## config.mk

```make
export PLATFORM = sky130hd
export DESIGN_NAME = store_merge_unit
export DESIGN_NICKNAME = d
export VERILOG_FILES = /design/src/rtl/store_merge_unit.sv
export SDC_FILE = /design/constraint.sdc
export NUM_CORES = 1
export LEC_CHECK = 0
export BUFFER_PORTS_ARGS = -buffer_cell sky130_fd_sc_hd__buf_2
export CAP_MARGIN = 20
export CELL_PAD_IN_SITES_DETAIL_PLACEMENT = 0
export CELL_PAD_IN_SITES_GLOBAL_PLACEMENT = 1
export CORE_ASPECT_RATIO = 1.75
export CORE_MARGIN = 2
export CORE_UTILIZATION = 34
export DETAILED_ROUTE_END_ITERATION = 10
export PLACE_DENSITY = 0.85
export SLEW_MARGIN = 15
export SYNTH_ARGS = -nofsm -noshare
export SYNTH_HDL_FRONTEND = slang
export SYNTH_SLANG_ARGS = --single-unit
export TNS_END_PERCENT = 1
```

## constraint.sdc

```tcl
create_clock -name clk -period 2.2 [get_ports clk]
set_clock_uncertainty 0.1 [all_clocks]
set_input_delay 0.44 -clock clk [delete_from_list [all_inputs] [get_ports clk]]
set_output_delay 0.44 -clock clk [all_outputs]
set_load 0.01 [all_outputs]
```

## src/rtl/store_merge_unit.sv

```systemverilog
// Store-path merge unit: issues sw directly, and runs read-modify-write for sh/sb.
// Optional STORE_ALIGN_CHECK_EN: misaligned sw/sh complete at once with align_exc, no memory access.
module store_merge_unit #(
  parameter int MEM_LAT = 1
) (
  input  logic        clk,
  input  logic        reset,
  input  logic        start,
  input  logic [1:0]  store_type,
  input  logic [31:0] addr,
  input  logic [31:0] store_data,
  input  logic [31:0] mem_rdata,
  output logic [31:0] mem_addr,
  output logic        mem_wr,
  output logic [31:0] mem_wdata,
  output logic        busy,
  output logic        done,
  output logic        align_exc
);

  localparam logic [1:0] ST_SW    = 2'b00;
  localparam logic [1:0] ST_SH    = 2'b01;
  localparam logic [1:0] ST_SB    = 2'b10;
  localparam logic [1:0] CNT_LAST = 2'(MEM_LAT - 1);

  typedef enum logic [2:0] {
    S_IDLE,
    S_READ,
    S_WAIT,
    S_WRITE,
    S_DONE
  } state_t;

  state_t      state_reg, state_next;
  logic [1:0]  cnt_reg, cnt_next;
  logic [1:0]  type_reg, type_next;
  logic [1:0]  lane_reg, lane_next;
  logic [15:0] sd_reg, sd_next;
  logic [31:0] mem_addr_reg, mem_addr_next;
  logic [31:0] mem_wdata_reg, mem_wdata_next;
  logic        mem_wr_reg, mem_wr_next;
  logic        busy_reg, busy_next;
  logic        done_reg, done_next;
  logic        align_exc_reg, align_exc_next;

  logic [31:0] sh_word;
  logic [31:0] sb_word;
  logic [31:0] merged_word;

  // Lane n is bits 8n+7:8n; each lane takes store data or keeps the read word.
  for (genvar gi = 0; gi < 4; gi++) begin : g_lane
    assign sb_word[8*gi +: 8] = (lane_reg == 2'(gi)) ? sd_reg[7:0]
                                                     : mem_rdata[8*gi +: 8];
    assign sh_word[8*gi +: 8] = (lane_reg[1] == 1'(gi / 2)) ? sd_reg[8*(gi % 2) +: 8]
                                                            : mem_rdata[8*gi +: 8];
  end

  assign merged_word = (type_reg == ST_SB) ? sb_word : sh_word;

`ifdef STORE_ALIGN_CHECK_EN
  logic misalign;
  assign misalign = ((store_type == ST_SW) && (addr[1:0] != 2'b00)) ||
                    ((store_type == ST_SH) && addr[0]);
`endif

  always_comb begin
    state_next     = state_reg;
    cnt_next       = cnt_reg;
    type_next      = type_reg;
    lane_next      = lane_reg;
    sd_next        = sd_reg;
    mem_addr_next  = mem_addr_reg;
    mem_wdata_next = mem_wdata_reg;
    align_exc_next = 1'b0;

    case (state_reg)
      S_IDLE: begin
        if (start) begin
          type_next     = store_type;
          lane_next     = addr[1:0];
          sd_next       = store_data[15:0];
          mem_addr_next = {addr[31:2], 2'b00};
          cnt_next      = 2'd0;
`ifdef STORE_ALIGN_CHECK_EN
          if (misalign) begin
            state_next     = S_DONE;
            align_exc_next = 1'b1;
          end else
`endif
          begin
            case (store_type)
              ST_SW: begin
                state_next     = S_WRITE;
                mem_wdata_next = store_data;
              end
              ST_SH, ST_SB: state_next = S_READ;
              default:      state_next = S_DONE;
            endcase
          end
        end
      end
      S_READ: begin
        state_next = S_WAIT;
        cnt_next   = 2'd0;
      end
      S_WAIT: begin
        // Read data is valid in the final wait cycle; merge it straight into the write word.
        if (cnt_reg == CNT_LAST) begin
          state_next     = S_WRITE;
          mem_wdata_next = merged_word;
        end else begin
          cnt_next = cnt_reg + 2'd1;
        end
      end
      S_WRITE: state_next = S_DONE;
      S_DONE:  state_next = S_IDLE;
      default: state_next = S_IDLE;
    endcase
  end

  // Outputs are registered from the next state so they line up with the state itself.
  assign mem_wr_next = (state_next == S_WRITE);
  assign busy_next   = (state_next == S_READ) || (state_next == S_WAIT) ||
                       (state_next == S_WRITE);
  assign done_next   = (state_next == S_DONE);

  always_ff @(posedge clk) begin
    if (reset) begin
      state_reg     <= S_IDLE;
      cnt_reg       <= 2'd0;
      type_reg      <= 2'd0;
      lane_reg      <= 2'd0;
      sd_reg        <= 16'd0;
      mem_addr_reg  <= 32'd0;
      mem_wdata_reg <= 32'd0;
      mem_wr_reg    <= 1'b0;
      busy_reg      <= 1'b0;
      done_reg      <= 1'b0;
      align_exc_reg <= 1'b0;
    end else begin
      state_reg     <= state_next;
      cnt_reg       <= cnt_next;
      type_reg      <= type_next;
      lane_reg      <= lane_next;
      sd_reg        <= sd_next;
      mem_addr_reg  <= mem_addr_next;
      mem_wdata_reg <= mem_wdata_next;
      mem_wr_reg    <= mem_wr_next;
      busy_reg      <= busy_next;
      done_reg      <= done_next;
      align_exc_reg <= align_exc_next;
    end
  end

  assign mem_addr  = mem_addr_reg;
  assign mem_wr    = mem_wr_reg;
  assign mem_wdata = mem_wdata_reg;
  assign busy      = busy_reg;
  assign done      = done_reg;
  assign align_exc = align_exc_reg;

endmodule

```

### Yosys cells after proc, flatten, opt, wreduce, memory -nomap -nowiden

Index checks and enable logic that the tools add are counted.

* register bits: 90
* bits of input ports: 101
* logic and storage cells: 60
* output and inout port bits: 68

* mux-type cells: 20
* reductions and logical operators: 12
* add/sub/neg operators: 1
* equal/unequal tests: 17

Operator list (count)
* two-way mux 32 bit: 4
* two-way mux 8 bit: 8
* one-hot mux 32 bit (2 select lines): 1
* == test 3 x 2 -> 1 bit, second input constant: 4
* one-hot mux 3 bit (4 select lines): 1
* == test 2 bit, second input constant: 4
* == test 3 x 1 -> 1 bit, second input constant: 2
* zero test 2 bit: 3
* two-way mux 3 bit: 2
* inequality test 2 bit, second input constant: 3
* one-hot mux 2 bit (3 select lines): 1
* one-hot mux 3 bit (2 select lines): 1
* == test 2 x 1 -> 1 bit, second input constant: 2
* two-way mux 2 bit: 2
* AND reduction 4 bit: 1
* == test 3 bit, second input constant: 1
* zero test 3 bit: 1
* AND reduction 3 bit: 1
* nonzero test 3 bit: 1
* adder 2 x 1 -> 2 bit, second input constant: 1
* logical OR 1 bit: 2
* inequality test 2 x 1 -> 1 bit, second input constant: 1
* AND reduction 2 bit: 1
* nonzero test 2 bit: 1
* OR reduction 2 bit: 1

### Longest topological paths before layout

* depth in word-level cells: 8
* mapped depth: 8

### Least setup slack after synthesis

No wires, ideal clock.

* path type: reg-to-reg
* start: register state_reg[0]
* end: register mem_wdata_reg[20], in the netlist mem_wdata[20]
* slack: 0.348 ns
* buffers on the path: 3
* cell stages (with the launch flop): 8
* library setup time: 0.135 ns
* arrival: 1.617 ns
* clock period less this slack: 1.852 ns
* path through: dfxtp_1 > buf_2 > or3b_2 > clkbuf_1 > buf_2 > a31o_2 > a21oi_1 > o41ai_2

* word-level cells in the longest chain between the ends: 3
* elaborated cells on any way between the ends: 8
* classes of those cells: eq/ne (4); mux (1); reduce/logical (3)

RTL lines
* start: declaration: RTL line 34 `state_t state_reg, state_next;`
* start signal: assignment: RTL line 141 `state_reg <= state_next;`
* == test 3 x 2 -> 1 bit or zero test 3 bit (tied branches): RTL line 76 `case (state_reg)`
* inequality test 2 bit (no line), or another cell as far along
* AND reduction 4 bit (no line)
* end signal: assignment: RTL line 147 `mem_wdata_reg <= mem_wdata_next;`
* end: declaration: RTL line 40 `logic [31:0] mem_wdata_reg, mem_wdata_next;`

Several ways; a longest one is shown, not always the timed one.
A chain may end at the register's enable or synchronous reset.

### Worst setup path in the final report

* start: register state_reg[1]
* end: register mem_wdata_reg[22], in the netlist mem_wdata[22]

Same word-level chain as after synthesis.

==> metrics <==
CTS tree=built; flop2flop setup slack=0.29 ns; Rel. slew slack=0.644; Vias=4040; Area contributors post-synth=dfxtp_1, a21oi_1, nand2_1, nor2_1, a31o_2; post-DR wirelength/cell=16.1 um; GR Overflow Total=0; drt first-iter violations=231; r2r endpoint=mem_wdata[22]; Min Hold Slack=0.237 ns; Critical R2R Launch=state_reg[1]; max reg flops=32; share of cells above drive strength 1=0.362; warnings from Yosys=0; top-count cell post-synth=nand2_1; largest net degree at the start of global routing=55; IO buf count=165; Cells after Synth=487; Bufs on Longest Clock Path=2; min Tclk post-route=1.91 ns; Syn Area/Cell=8.22 sq um; Total Routing Usage GR=0.191; ANT nets after route=0; Crit path largest cell delay=0.65 ns; slew at the pin closest to its max-slew limit=0.533 ns; Initial Util=0.348; 1st-pass router iterations=4; CTS H-tree lvls=3; chip width=86.0 um; crit path cell chain=or3b_2 > a31o_2 > a21oi_1 > o41ai_2; P_leak=0.00230 uW; CP Capture Point=mem_wdata[22]; sequential cell area=0.00180 sq mm; IR drop worst, VDD=416 uV; RD Place Congestion=0.830; nature of the critical path startpoint=flop; Clock transition at path regs=0.07 ns; Die Ht=148 um; Unique masters post-synth=35; crit path DAT=2.01 ns; Post-Syn Area=0.00400 sq mm; Gates resized, CTS repair=0; latest clock arrival within the worst-skew pair=0.34 ns; ys flop type=dfxtp_1; Final setup viols=0; Hold Crit Start=addr[21]; fmax=523 MHz; # nets final=736; io pins=169; Post-CTS Hold Buffers=0; crit-path max FO=17; Worst Setup SP=state_reg[1]; vias in the first global route=3977; status=completed; Fin Setup TNS=0 ns; final core area utilization=0.458; fin crit share=0.869; register bit count reported by yosys=90; MaxCap Viol Count=0; Commonest cells post-synth=nand2_1, dfxtp_1, a21oi_1; post-DR vias/cell=5.21; Seq/Total Area, Yosys=0.450; die area=0.0127 sq mm; Cell Rows=52; Clk Tree Root Cell=clkbuf_16; total CTS buffers=9; Crit. End Element=flop; Core Box Area=0.0115 sq mm; fin area=0.00527 sq mm; EDFF count, synth=0; # clock sinks=90; Final HPWL DP=9.33 mm; buffer count from post-CTS setup fixing=0; Multi-input gate area=0.00200 sq mm; synth-to-layout area growth=31.7%; worst hold path class=in2reg; placed cell areas=0.00495 sq mm; cell taking the most area after synthesis=dfxtp_1; final hold violation count=0; post-route DRC violation count=0; RSZ-0062 raised after global routing=false; final wirelength=12.5 mm; Final Max Tran Viols=0; critical path class=reg2reg; slowest CP cell=or3b_2; asr flop ratio synth=0; R2R cell count=4; antenna violations before repair=1; Fill cells=1163; WP data required=2.30 ns; Synth top area share=0.450; Power Density=890 mW/mm^2; global-route wire length before repair=19.4 mm
==> area by class of cell <==
type	instances	share of cell area
antenna	1	0.000474
clock buffer	10	0.0434
clock inverter	6	0.0171
inverter	4	0.00285
multi-input combinational	347	0.379
sequential	90	0.342
tap	135	0.0320
timing repair buffer	182	0.184
==> power breakdown <==
part | switching (uW) | internal, uW | total (uW)
clock | 649 | 1000 | 1650
sequential | 111 | 1810 | 1920
combinational | 653 | 465 | 1120
==> cells in the final DEF (no fill, tap or decap), types with 2 or more instances in the layout <==
cell       count
buf_2        164
nand2_1      102
dfxtp_1       90
a21oi_1       86
nor2_1        39
a211oi_1      17
nand3b_1      17
buf_4         17
o221ai_1      16
a31o_2        16
o41ai_1       12
nand2b_1       9
clkbuf_16      9
mux2_2         8
o41ai_2        4
inv_1          3
conb_1         3
or3b_2         2
nor3_1         2
bufinv_16      2
==> how the worst min path moves through the flow <==
stage / end / slack, ns / cells after the start
5_1_grt: mem_addr[21] / 0.24 / 3
2_1_floorplan: sd_reg[10] / 0.33 / 2
6_report: mem_addr[21] / 0.24 / 3
4_1_cts: mem_addr[24] / 0.22 / 3
3_5_place_dp: mem_addr[20] / 0.35 / 2
3_3_place_gp: mem_addr[25] / 0.34 / 2
==> metal layers <==
metal / up-vias / global-route usage / wire [um] / part of all wire
met5: - / 0 / 0 / 0
met4: 0 / 0.0825 / 322 / 0.026
met3: 23 / 0.0369 / 701 / 0.056
met2: 140 / 0.351 / 6700 / 0.54
met1: 1868 / 0.206 / 4740 / 0.38
li1: 2009 / - / - / -
==> stage by stage <==
stage / setup WS (ns) / total power (uW) / cells
global route: 0.164 / 4930 / 775
global placement: 0.349 / 3060 / 758
floorplan: 0.348 / 2640 / 489
CTS: 0.282 / 4740 / 774
detailed placement: 0.300 / 3080 / 758
finish: 0.288 / 4690 / 775
==> kinds of logic after synthesis <==
group,share of synthesized area
buffers and inverters,0.0556
and+or+nand+nor,0.201
muxes,0.0250
adders and majority gates,0.00312
AOI/OAI and AO/OA,0.264
DFF,0.450
other,0.000937
==> critical path, delay by kind of cell, from the launching register on <==
kind,cells,cell delay (ns)
compound gates,3,0.52
flops,1,0.50
simple gates,1,0.65
(Power assumes the default switching activity.)
